--- src/rtl/cdr_pkg.sv ---
// Shared definitions for the CDR loop: state codes, gain-shift width and the
// default acquisition/tracking shifts used by both the PI filter and the
// lock sequencer.
package cdr_pkg;

    localparam int GAIN_W = 5;
    localparam int CNT_W  = 16;

    localparam logic [GAIN_W-1:0] KP_ACQ_DEF = 5'd8;
    localparam logic [GAIN_W-1:0] KI_ACQ_DEF = 5'd14;
    localparam logic [GAIN_W-1:0] KP_TRK_DEF = 5'd12;
    localparam logic [GAIN_W-1:0] KI_TRK_DEF = 5'd18;

    typedef enum logic [2:0] {
        ST_IDLE  = 3'd0,
        ST_CLEAR = 3'd1,
        ST_ACQ   = 3'd2,
        ST_TRACK = 3'd3,
        ST_HOLD  = 3'd4
    } cdr_state_e;

    // |v| clipped to 15 bits so that -32768 maps to 32767 instead of wrapping.
    function automatic logic [14:0] abs_sat15(input logic signed [15:0] v);
        logic [15:0] neg;
        neg = 16'(-v);
        if (v == 16'sh8000)
            return 15'h7fff;
        else if (v < 0)
            return neg[14:0];
        else
            return v[14:0];
    endfunction

endpackage

--- src/rtl/cdr_err_window.sv ---
// Phase-error window meter: accumulates saturated |f_n| over 2^WIN_LOG2
// symbol strobes and classifies each completed window as quiet or noisy.
// win_done/quiet/noisy are combinational on the completing strobe so the
// sequencer can act at the same clock edge that latches win_sum.
module cdr_err_window
    import cdr_pkg::*;
#(
    parameter int WIN_LOG2   = 6,
    parameter int LOCK_THR   = 1024,
    parameter int UNLOCK_THR = 4096
) (
    input  logic                    clk,
    input  logic                    rst_n,
    input  logic                    clr,
    input  logic                    sample_en,
    input  logic signed [15:0]      f_n,
    output logic                    win_done,
    output logic [15+WIN_LOG2-1:0]  win_sum,
    output logic                    quiet,
    output logic                    noisy
);

    localparam int SUM_W = 15 + WIN_LOG2;

    logic [WIN_LOG2-1:0] sym_cnt;
    logic [SUM_W-1:0]    acc;
    logic [SUM_W-1:0]    sum_next;
    logic [14:0]         mag;

    assign mag      = abs_sat15(f_n);
    assign sum_next = acc + SUM_W'(mag);
    assign win_done = sample_en && !clr && (&sym_cnt);
    assign quiet    = (sum_next <= SUM_W'(LOCK_THR));
    assign noisy    = (sum_next >  SUM_W'(UNLOCK_THR));

    // Accumulate per strobe; on the last symbol latch the total and restart.
    always_ff @(posedge clk or negedge rst_n) begin
        if (!rst_n) begin
            sym_cnt <= '0;
            acc     <= '0;
            win_sum <= '0;
        end else if (clr) begin
            sym_cnt <= '0;
            acc     <= '0;
        end else if (sample_en) begin
            sym_cnt <= sym_cnt + 1'b1;
            if (&sym_cnt) begin
                win_sum <= sum_next;
                acc     <= '0;
            end else begin
                acc <= sum_next;
            end
        end
    end

endmodule

--- src/rtl/cdr_lock_ctrl.sv ---
// Acquisition/tracking sequencer for the Mueller-Muller CDR loop. Clears the
// PI loop, runs fast gains until the phase error goes quiet, gear-shifts to
// tracking gains and reports lock, and re-acquires on loss of lock.
// Optional holdover (macro CDR_LOCK_CTRL_HOLDOVER_EN): loss of lock freezes
// the loop in HOLD for up to HOLD_WINS windows before falling back to CLEAR.
module cdr_lock_ctrl
    import cdr_pkg::*;
#(
    parameter int                WIN_LOG2         = 6,
    parameter int                LOCK_THR         = 1024,
    parameter int                UNLOCK_THR       = 4096,
    parameter int                LOCK_WINS        = 4,
    parameter int                UNLOCK_WINS      = 2,
    parameter int                ACQ_TIMEOUT_WINS = 255,
    parameter int                CLR_CYC          = 8,
    parameter logic [GAIN_W-1:0] KP_ACQ           = KP_ACQ_DEF,
    parameter logic [GAIN_W-1:0] KI_ACQ           = KI_ACQ_DEF,
    parameter logic [GAIN_W-1:0] KP_TRK           = KP_TRK_DEF,
    parameter logic [GAIN_W-1:0] KI_TRK           = KI_TRK_DEF
`ifdef CDR_LOCK_CTRL_HOLDOVER_EN
    ,
    parameter int                HOLD_WINS        = 8
`endif
) (
    input  logic                    clk,
    input  logic                    rst_n,
    input  logic                    enable,
    input  logic                    sample_en,
    input  logic signed [15:0]      f_n,
    output logic                    loop_clear,
    output logic                    loop_freeze,
    output logic [GAIN_W-1:0]       kp_shift,
    output logic [GAIN_W-1:0]       ki_shift,
    output logic                    locked,
    output logic                    acq_fail,
    output logic [2:0]              state,
    output logic [15+WIN_LOG2-1:0]  win_sum
);

    cdr_state_e        state_q, state_d;
    logic [CNT_W-1:0]  clr_cnt_q, clr_cnt_d;
    logic [CNT_W-1:0]  quiet_cnt_q, quiet_cnt_d;
    logic [CNT_W-1:0]  noisy_cnt_q, noisy_cnt_d;
    logic [CNT_W-1:0]  win_cnt_q, win_cnt_d;
`ifdef CDR_LOCK_CTRL_HOLDOVER_EN
    logic [CNT_W-1:0]  hold_cnt_q, hold_cnt_d;
`endif
    logic              acq_fail_d, locked_d, loop_clear_d, loop_freeze_d;
    logic [GAIN_W-1:0] kp_d, ki_d;
    logic              win_clr, win_done, quiet, noisy;

    // The window only measures while the loop is actually running.
    assign win_clr = !enable || (state_q == ST_IDLE) || (state_q == ST_CLEAR);
    assign state   = state_q;

    cdr_err_window #(
        .WIN_LOG2   (WIN_LOG2),
        .LOCK_THR   (LOCK_THR),
        .UNLOCK_THR (UNLOCK_THR)
    ) u_win (
        .clk       (clk),
        .rst_n     (rst_n),
        .clr       (win_clr),
        .sample_en (sample_en),
        .f_n       (f_n),
        .win_done  (win_done),
        .win_sum   (win_sum),
        .quiet     (quiet),
        .noisy     (noisy)
    );

    // State, counters and registered outputs.
    always_ff @(posedge clk or negedge rst_n) begin
        if (!rst_n) begin
            state_q     <= ST_IDLE;
            clr_cnt_q   <= '0;
            quiet_cnt_q <= '0;
            noisy_cnt_q <= '0;
            win_cnt_q   <= '0;
`ifdef CDR_LOCK_CTRL_HOLDOVER_EN
            hold_cnt_q  <= '0;
`endif
            acq_fail    <= 1'b0;
            locked      <= 1'b0;
            loop_clear  <= 1'b0;
            loop_freeze <= 1'b0;
            kp_shift    <= KP_ACQ;
            ki_shift    <= KI_ACQ;
        end else begin
            state_q     <= state_d;
            clr_cnt_q   <= clr_cnt_d;
            quiet_cnt_q <= quiet_cnt_d;
            noisy_cnt_q <= noisy_cnt_d;
            win_cnt_q   <= win_cnt_d;
`ifdef CDR_LOCK_CTRL_HOLDOVER_EN
            hold_cnt_q  <= hold_cnt_d;
`endif
            acq_fail    <= acq_fail_d;
            locked      <= locked_d;
            loop_clear  <= loop_clear_d;
            loop_freeze <= loop_freeze_d;
            kp_shift    <= kp_d;
            ki_shift    <= ki_d;
        end
    end

    // Next state from window results; outputs decoded from the next state so
    // they change in the same cycle as the state register.
    always_comb begin
        state_d     = state_q;
        clr_cnt_d   = '0;
        quiet_cnt_d = quiet_cnt_q;
        noisy_cnt_d = noisy_cnt_q;
        win_cnt_d   = win_cnt_q;
        acq_fail_d  = acq_fail;
`ifdef CDR_LOCK_CTRL_HOLDOVER_EN
        hold_cnt_d  = hold_cnt_q;
`endif
        if (!enable) begin
            // enable low overrides everything, including a coincident window end
            state_d     = ST_IDLE;
            quiet_cnt_d = '0;
            noisy_cnt_d = '0;
            win_cnt_d   = '0;
            acq_fail_d  = 1'b0;
`ifdef CDR_LOCK_CTRL_HOLDOVER_EN
            hold_cnt_d  = '0;
`endif
        end else begin
            case (state_q)
                ST_IDLE: state_d = ST_CLEAR;
                ST_CLEAR: begin
                    quiet_cnt_d = '0;
                    noisy_cnt_d = '0;
                    win_cnt_d   = '0;
                    if (clr_cnt_q == CNT_W'(CLR_CYC - 1))
                        state_d = ST_ACQ;
                    else
                        clr_cnt_d = clr_cnt_q + 1'b1;
                end
                ST_ACQ: begin
                    if (win_done) begin
                        win_cnt_d   = win_cnt_q + 1'b1;
                        quiet_cnt_d = quiet ? quiet_cnt_q + 1'b1 : '0;
                        // lock takes priority over a timeout on the same window
                        if (quiet && (quiet_cnt_q + 1'b1 == CNT_W'(LOCK_WINS))) begin
                            state_d     = ST_TRACK;
                            quiet_cnt_d = '0;
                            win_cnt_d   = '0;
                        end else if (win_cnt_q + 1'b1 == CNT_W'(ACQ_TIMEOUT_WINS)) begin
                            state_d    = ST_CLEAR;
                            acq_fail_d = 1'b1;
                        end
                    end
                end
                ST_TRACK: begin
                    if (win_done) begin
                        if (noisy) begin
                            noisy_cnt_d = noisy_cnt_q + 1'b1;
                            if (noisy_cnt_q + 1'b1 == CNT_W'(UNLOCK_WINS)) begin
                                noisy_cnt_d = '0;
`ifdef CDR_LOCK_CTRL_HOLDOVER_EN
                                state_d    = ST_HOLD;
                                hold_cnt_d = '0;
`else
                                state_d = ST_CLEAR;
`endif
                            end
                        end else begin
                            noisy_cnt_d = '0;
                        end
                    end
                end
`ifdef CDR_LOCK_CTRL_HOLDOVER_EN
                ST_HOLD: begin
                    if (win_done) begin
                        if (quiet) begin
                            state_d    = ST_TRACK;
                            hold_cnt_d = '0;
                        end else if (hold_cnt_q + 1'b1 == CNT_W'(HOLD_WINS)) begin
                            state_d    = ST_CLEAR;
                            hold_cnt_d = '0;
                        end else begin
                            hold_cnt_d = hold_cnt_q + 1'b1;
                        end
                    end
                end
`endif
                default: state_d = ST_IDLE;
            endcase
        end

        locked_d      = (state_d == ST_TRACK);
        loop_clear_d  = (state_d == ST_CLEAR);
        loop_freeze_d = (state_d == ST_IDLE) || (state_d == ST_CLEAR);
        kp_d          = KP_ACQ;
        ki_d          = KI_ACQ;
        if (state_d == ST_TRACK) begin
            kp_d = KP_TRK;
            ki_d = KI_TRK;
        end
`ifdef CDR_LOCK_CTRL_HOLDOVER_EN
        if (state_d == ST_HOLD) begin
            loop_freeze_d = 1'b1;
            kp_d          = KP_TRK;
            ki_d          = KI_TRK;
        end
`endif
    end

endmodule

--- config.mk ---
export PLATFORM = sky130hd
export DESIGN_NAME = cdr_lock_ctrl
export DESIGN_NICKNAME = d
export VERILOG_FILES = /design/src/rtl/cdr_pkg.sv /design/src/rtl/cdr_err_window.sv /design/src/rtl/cdr_lock_ctrl.sv
export SDC_FILE = /design/constraint.sdc
export NUM_CORES = 1
export LEC_CHECK = 0
export ABC_AREA = 0
export CAP_MARGIN = 20
export CORE_MARGIN = 2
export CORE_UTILIZATION = 50
export CTS_CLUSTER_DIAMETER = 150
export CTS_CLUSTER_SIZE = 24
export DETAILED_ROUTE_END_ITERATION = 7
export PLACE_DENSITY = 0.7
export SLEW_MARGIN = 0
export SYNTH_ARGS = -nofsm -noshare
export SYNTH_HDL_FRONTEND = slang
export SYNTH_SLANG_ARGS = --single-unit
--- constraint.sdc ---
create_clock -name clk -period 3.72 [get_ports clk]
set_input_delay 1.116 -clock clk [delete_from_list [all_inputs] [get_ports clk]]
set_output_delay 1.116 -clock clk [all_outputs]
set_load 0.01 [all_outputs]
==> impl_metrics.ini, run 1 <==
[outcome]
status = finished, violations left
violations = setup timing

[clocking]
clk_path_buf_depth = 2
worstSkewPairLatency_ns = 0.42
path_clk_slew_ns = 0.06
cts_num_sinks = 120
cts_tree = built
cts_htree_levels = 4
clock-root-buffer = clkbuf_16
ctsHoldBuffers = 0
numCtsBuffers = 17

[global_routing]
gr-total-overflow = 0
grt_max_degree = 47
antenna_found_initial = 0
grt_pass1_wl_um = 35200
first_global_vias = 7184
track_usage_pct = 27.0

[drt]
drtAntennaViolNets = 0
drc = 0
routed_via_density = 6.02
drt-total-wl_um = 23600
drt_iter0_markers = 687
first_pass_iters = 5
wl_per_cell_um = 18.4
route.vias.total = 7726

[timing]
min_period_ns = 5.76
setup_ws_ns = -2.04
tightest_slew_ns = 0.992
slew_viol_final = 0
rsz0062_at_grt = yes
max_freq_mhz = 174
hold_violations = 0
setup_viol = 93
slew_headroom_pct = 33.7
skew_ns = 0.0142
min_period_over_period_pct = 155

[setup_path]
max_stage_delay_ns = 0.54
critPathMaxFanout = 6
arrival_ns = 6.07
crit_chain = buf_12, inv_12, ha_4, nand2b_4, nand2b_4, or2_4, or3_4, or3_4, or3b_4, buf_6, buf_6, nand2_4, ha_4, o211ai_1, o211ai_1, a21o_4, a32o_2, xnor2_2, o211ai_1, o41a_1, buf_12, a21o_1, a22o_1
critPathKind = in2reg
crit_path_start = f_n[1]
cp_common_cell = o211ai_1
cp_slowest_cell = o41a_1
crit_family = compound AO/OA/AOI/OAI gates
end_kind = flop
startpoint_type = primary input
timing.rr.start = u_win.acc[0]
worstPathRequired_ns = 4.03
cp_num_buf_inv = 5

[synthesis]
yosys-top-cells-area = dfrtp_1 39%, nand2_1 5.8%, nand3_1 4.9%
ys_ff_latch = 120
syn_inst = 895
ys_seq_area_share_pct = 39.0
synthFlopType = dfrtp_1
netlist_area_mm2 = 0.00769
ys.warnings.count = 0
synth_edf_count = 0
synth_top_cell_by_area = dfrtp_1
synth_top_area_share_pct = 38.7
syn_area_per_cell_um2 = 8.60
ys_types = 72
async_reset_ff_share_pct = 100

[flow_run]
maxCapViolCount = 0

[floorplan]
row_count = 45
die_h_um = 128
die_area_mm2 = 0.0164
num_io_pins = 58
die_w_um = 128
core_mm2 = 0.0151
initial_core_util_pct = 50.8

[power_and_ir_drop]
p_leak_nw = 4.83
power_density_mw_per_mm2 = 336
max-vdd-ir-drop_mv = 0.398

[hold_path]
holdCritStartpoint = u_win.win_sum[14]
hold_path_class = reg2reg

[cells_and_area]
nets = 1130
insertedDiodeCount = 0
layout_common_cells = 119 x dfrtp_1, 114 x buf_4, 102 x nand2_1
finalInstanceArea_mm2 = 0.0113
fin_cells = 1283
fill_cells = 996
area_delta_synth_final_pct = 46.8
mostFrequentLayoutCell = dfrtp_1
drive_gt1_share_pct = 35.6

[placement]
hpwl_um = 13600
gp_congestion = 0.897
placedInstanceArea_mm2 = 0.00944
dp.cells = 1218
io_buffers = 51
## routing by layer
metal	routed length [µm]	up-vias	global-route usage, %	share of wire, %
met2	12000	266	44.8	51
li1	-	3593	-	-
met1	9740	3802	35.0	41
met4	712	0	10.3	3.0
met5	0	-	0	0
met3	1190	65	5.55	5.0
## area by class of cell
| type | instances | area, µm² | area share [%] |
|---|---|---|---|
| Clock inverter | 12 | 115 | 1.02 |
| Timing Repair Buffer | 207 | 1890 | 16.7 |
| Tap cell | 188 | 235 | 2.08 |
| Clock buffer | 20 | 467 | 4.13 |
| Multi-Input combinational cell | 705 | 5450 | 48.3 |
| Inverter | 31 | 136 | 1.21 |
| Sequential cell | 120 | 3000 | 26.6 |
## Yosys cell counts (all sizes together) (9+ instances only)
cell and n:
nand3 76, nand4 16, xnor2 24, dfrtp 119, a21oi 36, inv 31, nor2b 10, mux2 11
buf 16, nor2 58, nand2 118, clkbuf 28, a22o 14, o21ai 75, xor2 30, a31oi 9
nor3 24, nor4 11, mux2i 9, ha 27, and3 23, or3 13
## worst reg2reg max path, cell delays in order (launching register included)
cell      delay (ns)
dfrtp_1         0.41
ha_4            0.16
inv_2           0.04
fa_2            0.35
nand2b_4        0.18
a211oi_4        0.33
buf_6           0.18
o21ai_4         0.07
a21oi_2         0.21
o21a_1          0.19
o211ai_1        0.24
o41a_1          0.54
buf_12          0.18
a21o_1          0.17
a22o_1          0.19
## stage by stage
step | power (mW) | hold slack, ns | TNS (ns) | utilization, % | setup WS (ns)
final | 3.80 | 0.480 | -130.12 | 74.6 | -2.04
after global routing | 3.93 | 0.502 | -139.94 | 74.6 | -2.16
after CTS | 3.68 | 0.484 | -120.32 | 71.5 | -1.90
after detailed placement | 1.93 | 0.469 | -221.76 | 62.3 | -2.96
after global placement | 1.93 | 0.462 | -216.09 | 62.3 | -2.88
after floorplan | 1.64 | 0.448 | -140.55 | - | -2.28
## registers in the layout (all words and copies together) (netlist names), 3 cells and up
name / count
clr_cnt_q: 16
noisy_cnt_q: 16
quiet_cnt_q: 16
state: 3
u_win.acc: 21
u_win.sym_cnt: 6
u_win.win_sum: 21
win_cnt_q: 16
## power breakdown
part	internal (mW)	total, mW	switching [mW]	leakage, nW
sequential	1.32	1.33	0.0171	1.66
combinational	0.408	0.832	0.423	2.90
clock	0.977	1.63	0.655	0.268
total	2.70	3.80	1.10	4.83
## path summary, 6_finish.rpt
path	to	slack [ns]	cells past startpoint
worst max-delay path	win_cnt_q[14]	-2.04	23
worst min-delay path	u_win.win_sum[14]	0.48	2
worst max register to register	win_cnt_q[14]	0.16	14
worst min register to register	u_win.win_sum[14]	0.48	2
max in group asynchronous	ki_shift[3]	2.29	2
min in group asynchronous	u_win.sym_cnt[2]	0.71	1
## kinds of logic (layout without fill, tap and decap cells)
group	Yosys count	after routing	synth area share, %
multiplexers	20	20	2.78
other	2	7	0.0976
buffers and inverters	75	270	4.44
XOR/XNOR	54	54	6.15
adder cells (fa/ha/maj)	28	28	4.65
flip-flops	120	120	39.0
AO/OA/AOI/OAI	202	202	17.0
AND/OR/NAND/NOR	394	394	25.8
## what timing repair did
item,4_1_cts,5_1_grt
gates cloned,5,0
buffers inserted,24,22
pin swaps,80,65
resized for setup,195,101
endpoints found under the setup margin,97,95
(Power assumes the default switching activity.)
==> run 2: changes to the inputs <==
--- a/config.mk
+++ b/config.mk
@@ -7,6 +7,7 @@
 export LEC_CHECK = 0
 export ABC_AREA = 0
 export CAP_MARGIN = 20
+export CORE_ASPECT_RATIO = 1.75
 export CORE_MARGIN = 2
 export CORE_UTILIZATION = 50
 export CTS_CLUSTER_DIAMETER = 150
==> constraint.sdc (replaced) <==
create_clock -name clk -period 6.5 [get_ports clk]
set_input_delay 1.95 -clock clk [delete_from_list [all_inputs] [get_ports clk]]
set_output_delay 1.95 -clock clk [all_outputs]
set_load 0.01 [all_outputs]
==> impl_metrics.ini, run 2 (synthesis results as in run 1) <==
[placement]
hpwl_um = 14100
io_buffers = 51
post-place-ws_ns = -1.19
gp_congestion = 0.878
placedInstanceArea_mm2 = 0.00916

[timing]
slew_viol_final = 0
skew_ns = 0.0116
setup_ws_ns = -0.0143
slew_headroom_pct = 32.6
rsz0062_at_grt = yes
hold_violations = 0
tightest_slew_ns = 1.01
min_period_over_period_pct = 100
max_freq_mhz = 154
min_period_ns = 6.51
setup_viol = 3

[clocking]
cts_tree = built
clk_path_buf_depth = 2
numCtsBuffers = 17
path_clk_slew_ns = 0.06
clock-root-buffer = clkbuf_16
cts_htree_levels = 4
worstSkewPairLatency_ns = 0.42
ctsHoldBuffers = 0
cts_num_sinks = 120

[hold_path]
hold_path_class = reg2reg
hold-path-cell-count = 2

[cells_and_area]
drive_gt1_share_pct = 24.9
area_delta_synth_final_pct = 33.8
finalInstanceArea_mm2 = 0.0103
register_area_mm2 = 0.00300
nets = 1104
fill_cells = 1220
mostFrequentLayoutCell = buf_4
multi_input_area_mm2 = 0.00478
top_regs = u_win.acc: 21 flops, u_win.win_sum: 21 flops
layout_common_cells = 120 x buf_4, 119 x dfrtp_1, 112 x nand2_1
insertedDiodeCount = 0

[floorplan]
die_w_um = 97.8
die_h_um = 168
core_mm2 = 0.0152
num_io_pins = 58
row_count = 60
die_area_mm2 = 0.0164
initial_core_util_pct = 50.5

[power_and_ir_drop]
power_density_mw_per_mm2 = 205
comb_power_share_pct = 17.2
p_leak_nw = 4.54
power.switching_mw = 0.568
power_frac_clock_pct = 46.7
power_mw = 2.11
switching_share_pct = 26.9
p_int_mw = 1.54
max-vdd-ir-drop_mv = 0.158
seq_power_share_pct = 36.1

[global_routing]
antenna_found_initial = 0
first_global_vias = 7162
track_usage_pct = 24.9
gr-total-overflow = 0
grt_max_degree = 82
grt_pass1_wl_um = 33500

[setup_path]
reg2regPathDepth = 10
end_kind = flop
arrival_ns = 6.87
r2r_setup_slack_ns = 2.88
worstPathRequired_ns = 6.85
critPathMaxFanout = 6
critPathKind = in2reg
startpoint_type = primary input

[drt]
drc = 0
drtAntennaViolNets = 0
first_pass_iters = 7
drt-total-wl_um = 20600
route.vias.total = 7249
routed_via_density = 5.78
wl_per_cell_um = 16.4
drt_iter0_markers = 348

[outcome]
status = finished, violations left
violations = setup timing

[flow_run]
maxCapViolCount = 0
## run 2: final timing paths
| check | start | to |
|---|---|---|
| max reg2reg | quiet_cnt_q[0] | win_cnt_q[14] |
| max | f_n[1] | quiet_cnt_q[11] |
| min | u_win.win_sum[12] | u_win.win_sum[12] |
| min reg2reg | u_win.win_sum[12] | u_win.win_sum[12] |
| min in group asynchronous | rst_n | clr_cnt_q[13] |
| max in group asynchronous | rst_n | ki_shift[3] |
## run 2: through the flow
stage,std cells,hold slack [ns],TNS [ns],util [%]
floorplan,900,0.448,-6.21,-
global placement,1199,0.462,-52.98,59.9
detailed placement,1200,0.469,-55.78,60.1
CTS,1240,0.482,-0.00311,65.0
global route,1255,0.505,-0.784,67.6
finish,1255,0.474,-0.0207,67.6
## run 2: layout make-up
cell class / count / area share (%)
Clock buffer: 18 / 4.27
Clock inverter: 14 / 1.68
Inverter: 31 / 1.32
Multi-Input combinational cell: 705 / 46.4
Sequential cell: 120 / 29.2
Tap cell: 186 / 2.26
Timing Repair Buffer: 181 / 14.9
## run 2: power by group through the flow
stage | sequential [mW] | clock (mW) | combinational [mW]
final | 0.761 | 0.985 | 0.364
after global routing | 0.762 | 1.04 | 0.392
after CTS | 0.760 | 0.999 | 0.323
after detailed placement | 0.774 | 0 | 0.310
after global placement | 0.774 | 0 | 0.304
after floorplan | 0.772 | 0 | 0.148
## run 2: repair_timing
item	in CTS	in global routing
endpoints found under the setup margin	55	50
gates resized for setup	63	53
pin swaps	19	25
setup buffers	7	12
cloned	1	2
## run 2: routing by layer
| layer | track usage, % | vias up | wire length, µm |
|---|---|---|---|
| li1 | - | 3539 | - |
| met3 | 4.52 | 33 | 741 |
| met4 | 9.00 | 0 | 512 |
| met2 | 46.4 | 161 | 11200 |
| met1 | 27.9 | 3516 | 8090 |
| met5 | 0 | - | 0 |
## run 2: critical path, stage by stage
cell and delay, ns:
buf_12 0.11, inv_12 0.04, ha_4 0.14, nand2b_4 0.05, nand2b_4 0.13, or2_4 0.23, or3_4 0.33, or3_4 0.34
or3b_4 0.44, nand2_4 0.09, ha_4 0.13, inv_2 0.04, fa_2 0.36, buf_6 0.13, xnor2_2 0.14, nor3b_2 0.21
o21ai_1 0.13, a2111o_1 0.39, nor4_4 0.18, buf_4 0.18, o2111ai_4 0.10, or3_4 0.44, buf_6 0.15, or3_4 0.36
nand3_2 0.07
